File: config.mk
export PLATFORM = sky130hd
export DESIGN_NAME = cirno9_mem_arb
export DESIGN_NICKNAME = d
export VERILOG_FILES = /design/src/rtl/cirno9_mem_arb.sv
export SDC_FILE = /design/constraint.sdc
export NUM_CORES = 1
export LEC_CHECK = 0
export ABC_AREA = 1
export CAP_MARGIN = 25
export CORE_AREA = 2 2 135 137
export CTS_CLUSTER_DIAMETER = 50
export DETAILED_ROUTE_END_ITERATION = 10
export DIE_AREA = 0 0 137 139
export PLACE_DENSITY_LB_ADDON = 0.08
export SLEW_MARGIN = 20
export SYNTH_ARGS = -nofsm -noshare
export SYNTH_HDL_FRONTEND = slang
export SYNTH_SLANG_ARGS = --single-unit
export TNS_END_PERCENT = 1
File: constraint.sdc
create_clock -name clk -period 2.14 [get_ports clk]
set_input_delay 0.321 -clock clk [delete_from_list [all_inputs] [get_ports clk]]
set_output_delay 0.321 -clock clk [all_outputs]
set_load 0.005 [all_outputs]
File: src/rtl/cirno9_mem_arb.sv
// CH_NUM-channel val/rdy arbiter onto one synchronous SRAM port; grant locks while the SRAM stalls, reads respond 1 cycle later.
// Define CIRNO9_ARB_RR_EN for round-robin arbitration; otherwise fixed priority with channel 0 highest.
module cirno9_mem_arb #(
   parameter int CH_NUM = 3,
   parameter int AW     = 32,
   parameter int DW     = 32
) (
   input  logic                     clk,
   input  logic                     rst_n,
   input  logic [CH_NUM-1:0]        i_req_val,
   output logic [CH_NUM-1:0]        o_req_rdy,
   input  logic [CH_NUM*AW-1:0]     i_req_adr,
   input  logic [CH_NUM*DW-1:0]     i_req_wdat,
   input  logic [CH_NUM*DW/8-1:0]   i_req_wen,
   input  logic [CH_NUM-1:0]        i_req_ren,
   output logic [CH_NUM-1:0]        o_rsp_val,
   output logic [DW-1:0]            o_rdat,
   input  logic                     i_hs_ram_rdy,
   input  logic [DW-1:0]            i_sram_rdat,
   output logic                     o_sram_ren,
   output logic [DW/8-1:0]          o_sram_wen,
   output logic [AW-1:0]            o_adr,
   output logic [DW-1:0]            o_wdat
);
   localparam int BW = DW / 8;
   localparam int IW = $clog2(CH_NUM);

   logic          lock_q;
   logic [IW-1:0] lock_idx_q;
   logic          rsp_pend_q;
   logic [IW-1:0] rsp_idx_q;
   logic          pick_vld;
   logic [IW-1:0] pick_idx;
   logic          win;
   logic [IW-1:0] g;
   logic          sel_ren;
   logic          accept;

`ifdef CIRNO9_ARB_RR_EN
   logic [IW-1:0] ptr_q;
   int            rr_idx;

   // Walk downward so the valid channel closest to the pointer is assigned last.
   always_comb begin
      pick_vld = 1'b0;
      pick_idx = '0;
      rr_idx   = 0;
      for (int k = CH_NUM - 1; k >= 0; k--) begin
         rr_idx = (int'(ptr_q) + k) % CH_NUM;
         if (i_req_val[IW'(rr_idx)]) begin
            pick_vld = 1'b1;
            pick_idx = IW'(rr_idx);
         end
      end
   end

   always_ff @(posedge clk or negedge rst_n) begin
      if (!rst_n) begin
         ptr_q <= '0;
      end else if (accept) begin
         ptr_q <= IW'((int'(g) + 1) % CH_NUM);
      end
   end
`else
   always_comb begin
      pick_vld = 1'b0;
      pick_idx = '0;
      for (int c = CH_NUM - 1; c >= 0; c--) begin
         if (i_req_val[IW'(c)]) begin
            pick_vld = 1'b1;
            pick_idx = IW'(c);
         end
      end
   end
`endif

   // A locked channel that drops val yields no winner at all, so no access leaks out.
   always_comb begin
      win = pick_vld;
      g   = pick_idx;
      if (lock_q) begin
         win = i_req_val[lock_idx_q];
         g   = lock_idx_q;
      end
   end

   always_comb begin
      o_adr      = '0;
      o_wdat     = '0;
      o_sram_wen = '0;
      sel_ren    = 1'b0;
      o_req_rdy  = '0;
      if (win) begin
         o_adr        = i_req_adr[int'(g)*AW +: AW];
         o_wdat       = i_req_wdat[int'(g)*DW +: DW];
         o_sram_wen   = i_req_wen[int'(g)*BW +: BW];
         sel_ren      = i_req_ren[g];
         o_req_rdy[g] = i_hs_ram_rdy;
      end
   end

   assign o_sram_ren = sel_ren & ~|o_sram_wen;
   assign accept     = win & i_hs_ram_rdy;

   always_ff @(posedge clk or negedge rst_n) begin
      if (!rst_n) begin
         lock_q     <= 1'b0;
         lock_idx_q <= '0;
         rsp_pend_q <= 1'b0;
         rsp_idx_q  <= '0;
      end else begin
         lock_q <= win & ~i_hs_ram_rdy;
         if (win & ~i_hs_ram_rdy) begin
            lock_idx_q <= g;
         end
         rsp_pend_q <= accept & o_sram_ren;
         if (accept) begin
            rsp_idx_q <= g;
         end
      end
   end

   always_comb begin
      o_rsp_val = '0;
      if (rsp_pend_q) begin
         o_rsp_val[rsp_idx_q] = 1'b1;
      end
   end

   assign o_rdat = rsp_pend_q ? i_sram_rdat : '0;

endmodule

Word-level counts from Yosys, hierarchy flattened
Index checks and enable logic that the tools add are counted.
- word-level logic and storage cells: 43
- flip-flop bits (word level): 6
- output and inout bits: 107
- input port bits: 245
- $lt $le $gt $ge: 5
- mux-type cells: 21
- shifts and indexed selects: 3
- reductions and logical operators: 4
- bitwise gates (word level): 6
- operators with widths (kind ; number):
    $shiftx A96 B8 Y32 ; 2
    $mux W32 ; 3
    $shiftx A12 B5 Y4 ; 1
    $lt A2 B3 Y1 const B ; 3
    $mux W1 ; 8
    $mux W2 ; 3
    $mux W3 ; 2
    $and A1 B1 Y1 ; 4
    $bmux W1 S2 ; 2
    $demux W1 S2 ; 2
    $ge A2 B1 Y1 const B ; 2
    $mux W4 ; 1
    $reduce_or A4 Y1 ; 1
    $and A3 B3 Y3 ; 1
    $logic_and A1 B1 Y1 ; 2
    $logic_not A1 Y1 ; 1
    $not A1 Y1 ; 1

Logic depth before layout (Yosys ltp)
- depth after elaboration: 9
- mapped depth: 12
- mapped depth without buffers: 11

Worst setup path before layout
OpenSTA, ideal clock, no wires.
- path type: register to output
- from: register lock_q
- to: output port o_adr[22]
- stages on the path, launching flop included: 9
- slack: 0.535 ns
- data required time: 1.819 ns
- data arrival time: 1.284 ns
- cells stage by stage: dfrtp_1 inv_2 nand2_1 nand2_2 buf_6 buf_6 o21ai_0 o21bai_1 a21oi_1
- word-level cells in the longest chain between the ends: 3
- elaborated cells between the ends (all ways): 4
- those cells by class: shift (1); mux (3)
- ends and longest elaborated chain (item ; line ; source):
    start, declared ; 28 ; logic lock_q;
    start signal, assigned ; 112 ; lock_q <= win & ~i_hs_ram_rdy;
    $mux W2 ; 81 ; if (lock_q) begin
    $shiftx A96 B8 Y32 ; 94 ; o_adr = i_req_adr[int'(g)*AW +: AW];
    $mux W32 (*) ; 93 ; if (win) begin
    end, declared ; 22 ; output logic [AW-1:0] o_adr,
Every way passes the cells marked *; elsewhere a longest branch is shown, timed or not.

Final worst setup path
- from: register lock_q
- to: output port o_adr[6]
The elaborated chain is that of the path after synthesis.

==> impl_metrics.ini <==
[outcome]
status = finished, violations left
violations = negative setup slack

[grt]
grt_max_degree = 37
use_met3_pct = 3.14
grt_use_total_pct = 16.0
met2_usage_pct = 30.4
antenna_found_initial = 0
busiest_layer = met2
grt_pass1_wl_mm = 24.0
met1_usage_pct = 18.5
overflow = 0
grt_pass1_vias = 4406

[setup_path]
critPathKind = flip-flop to output port
cp-start-kind = flip-flop
cp_slowest_cell = dfrtp_2
slowest_delay_ps = 460
critPathTopFamily = buffers and inverters
cp_data_arrival_time_ps = 1860
required_ps = 1820
cp.buffers_inverters = 4
path_cells = nand2_1 -> nand2_4 -> buf_12 -> buf_4 -> clkbuf_16 -> o21bai_1 -> a21oi_1 -> dlygate4sd2_1
end_kind = output port
path_max_fanout = 10

[run]
cap_violations = 0

[sta]
hold_viol_final = 0
timing.slew.headroom_pct = 80.2
min_period_ps = 2180
finClkSkew_ps = 1.16
tns_ps = -72.2
timing.fmax_mhz = 459
setup_viol = 4
rsz0062_at_grt = yes
tightest_slew_ps = 297
hold_ws_ps = 339
fin_ws_ps = -39.7
maxSlewViolCount = 0
final_min_period_over_clock_period_pct = 102

[clocking]
clk_pin_slew_worst_paths_ps = 30
cts_hold_buffers = 0
clock_tree.root_cell = clkbuf_16
cts_made_buffers = 3
insertion_delay_ps = 230
htreeDepth = 1
cts_buffer_depth = 2
cts_tree = yes
cts_sinks = 6

[placed_design]
io_buffers = 351
dp_slack_ps = -546
gp_congestion = 0.828
dpl.cell_count = 1038
post-dp-hpwl_mm = 13.6
placed_area_sq_mm = 0.00647

[yosys]
yosysSeqAreaShare_pct = 6.37
synth_fp_nets = 696
synth_cell_types = 22
syn_inst = 451
yosysWarnings = 0
synth.avg_cell_area_sq_um = 5.23
synth_seq_cells = 6
netlist_area_sq_mm = 0.00236

[layout]
syn2layout_area_growth_pct = 185
antennaDiodeCount = 0
layout_commonest_cell = clkdlybuf4s50_1
mostFrequentLayoutCells = 277 x clkdlybuf4s50_1, 122 x nand2_1, 64 x o21bai_1
stdcell_count = 1061
nNetsFinal = 1079
drive_gt1_share_pct = 20.1
post-route-util_pct = 38.0
fin_area_sq_mm = 0.00671
n_fill_cell = 1827

[route]
drt-total-wl_mm = 17.5
drt-vias-per-instance = 4.22
avgRoutedWirePerCell_um = 16.5
dr.pass1.iters = 4
antenna_left = 0
vias = 4480
drc = 0
drt_iter0_markers = 161

[die]
io_pins = 352
core_sq_mm = 0.0177
start_util_pct = 13.4
chipWidth_um = 137
fp.dieH_um = 139
dieArea_sq_mm = 0.0190
core.rowCount = 49

[power]
cellPowerDensity_mw_per_mm2 = 375
p_total_mw = 2.51
p_leak_nw = 2.99
irDropWorstVdd_mv = 0.220

[min_path]
min_path_type = input port to async pin
-- timing repair --
action | CTS | global route
gates resized for setup | 240 | 75
endpoints found under the setup margin | 72 | 64
pin swaps | 15 | 25
cloned | 2 | 3
buffers inserted | 9 | 8
-- routing by layer --
| metal | wire, um | part of all wire, % |
|---|---|---|
| met1 | 6890 | 39 |
| met2 | 8900 | 51 |
| met5 | 0 | 0 |
| met4 | 218 | 1.2 |
| met3 | 1460 | 8.3 |
-- path summary, 6_finish.rpt --
path,slack (ps),startpoint,depth (start not counted),end
min in group clk,540,rsp_idx_q[1],2,rsp_idx_q[1]
max in group asynchronous,1570,rst_n,1,lock_q
worst min-delay path,340,rst_n,1,lock_idx_q[1]
worst max-delay path,-40,lock_q,8,o_adr[6]
worst min register to register,540,rsp_idx_q[1],2,rsp_idx_q[1]
worst max register to register,500,lock_idx_q[0],11,rsp_pend_q
-- registers in the layout, summed over array words and instances (netlist names) --
| signal | cells |
|---|---|
| lock_idx_q | 2 |
| rsp_pend_q | 1 |
| lock_q | 1 |
| rsp_idx_q | 2 |
-- cells in the mapped netlist --
cell	count	area, sq um
clkbuf_1	12	45.0
nor2_1	6	22.5
clkbuf_2	1	5.00
nand2_2	4	25.0
o211ai_2	1	12.5
nor2_4	1	11.3
o21bai_1	64	480
o21ai_0	63	315
nand2_1	126	473
buf_4	7	52.6
nor3b_1	2	15.0
inv_2	3	11.3
nand3_1	12	60.1
a21oi_1	66	330
nor3_1	1	5.00
o21ai_1	4	20.0
buf_6	3	33.8
inv_1	51	191
dfrtp_1	6	150
nand3_2	1	10.0
nand3b_1	1	7.51
buf_2	16	80.1
-- area by class of cell --
type | instances | area, sq um | share of cell area (%)
clock buffer | 3 | 75.1 | 1.12
inverter | 54 | 210 | 3.13
multi-input combinational | 352 | 1910 | 28.5
sequential | 6 | 151 | 2.26
tap | 229 | 287 | 4.27
timing repair buffer | 417 | 4080 | 60.7
-- power by group --
part	switching [mW]	internal [mW]
clock	0.0617	0.240
sequential	0.0172	0.127
combinational	0.842	1.23
-- cells by family (layout without fill, tap and decap cells) --
logic type	after synthesis	after routing	synth area share, %
simple gates	154	154	26.7
buf+inv	93	474	17.8
compound gates	198	198	49.2
flops	6	6	6.37
Power figures use the tool's default switching activity.
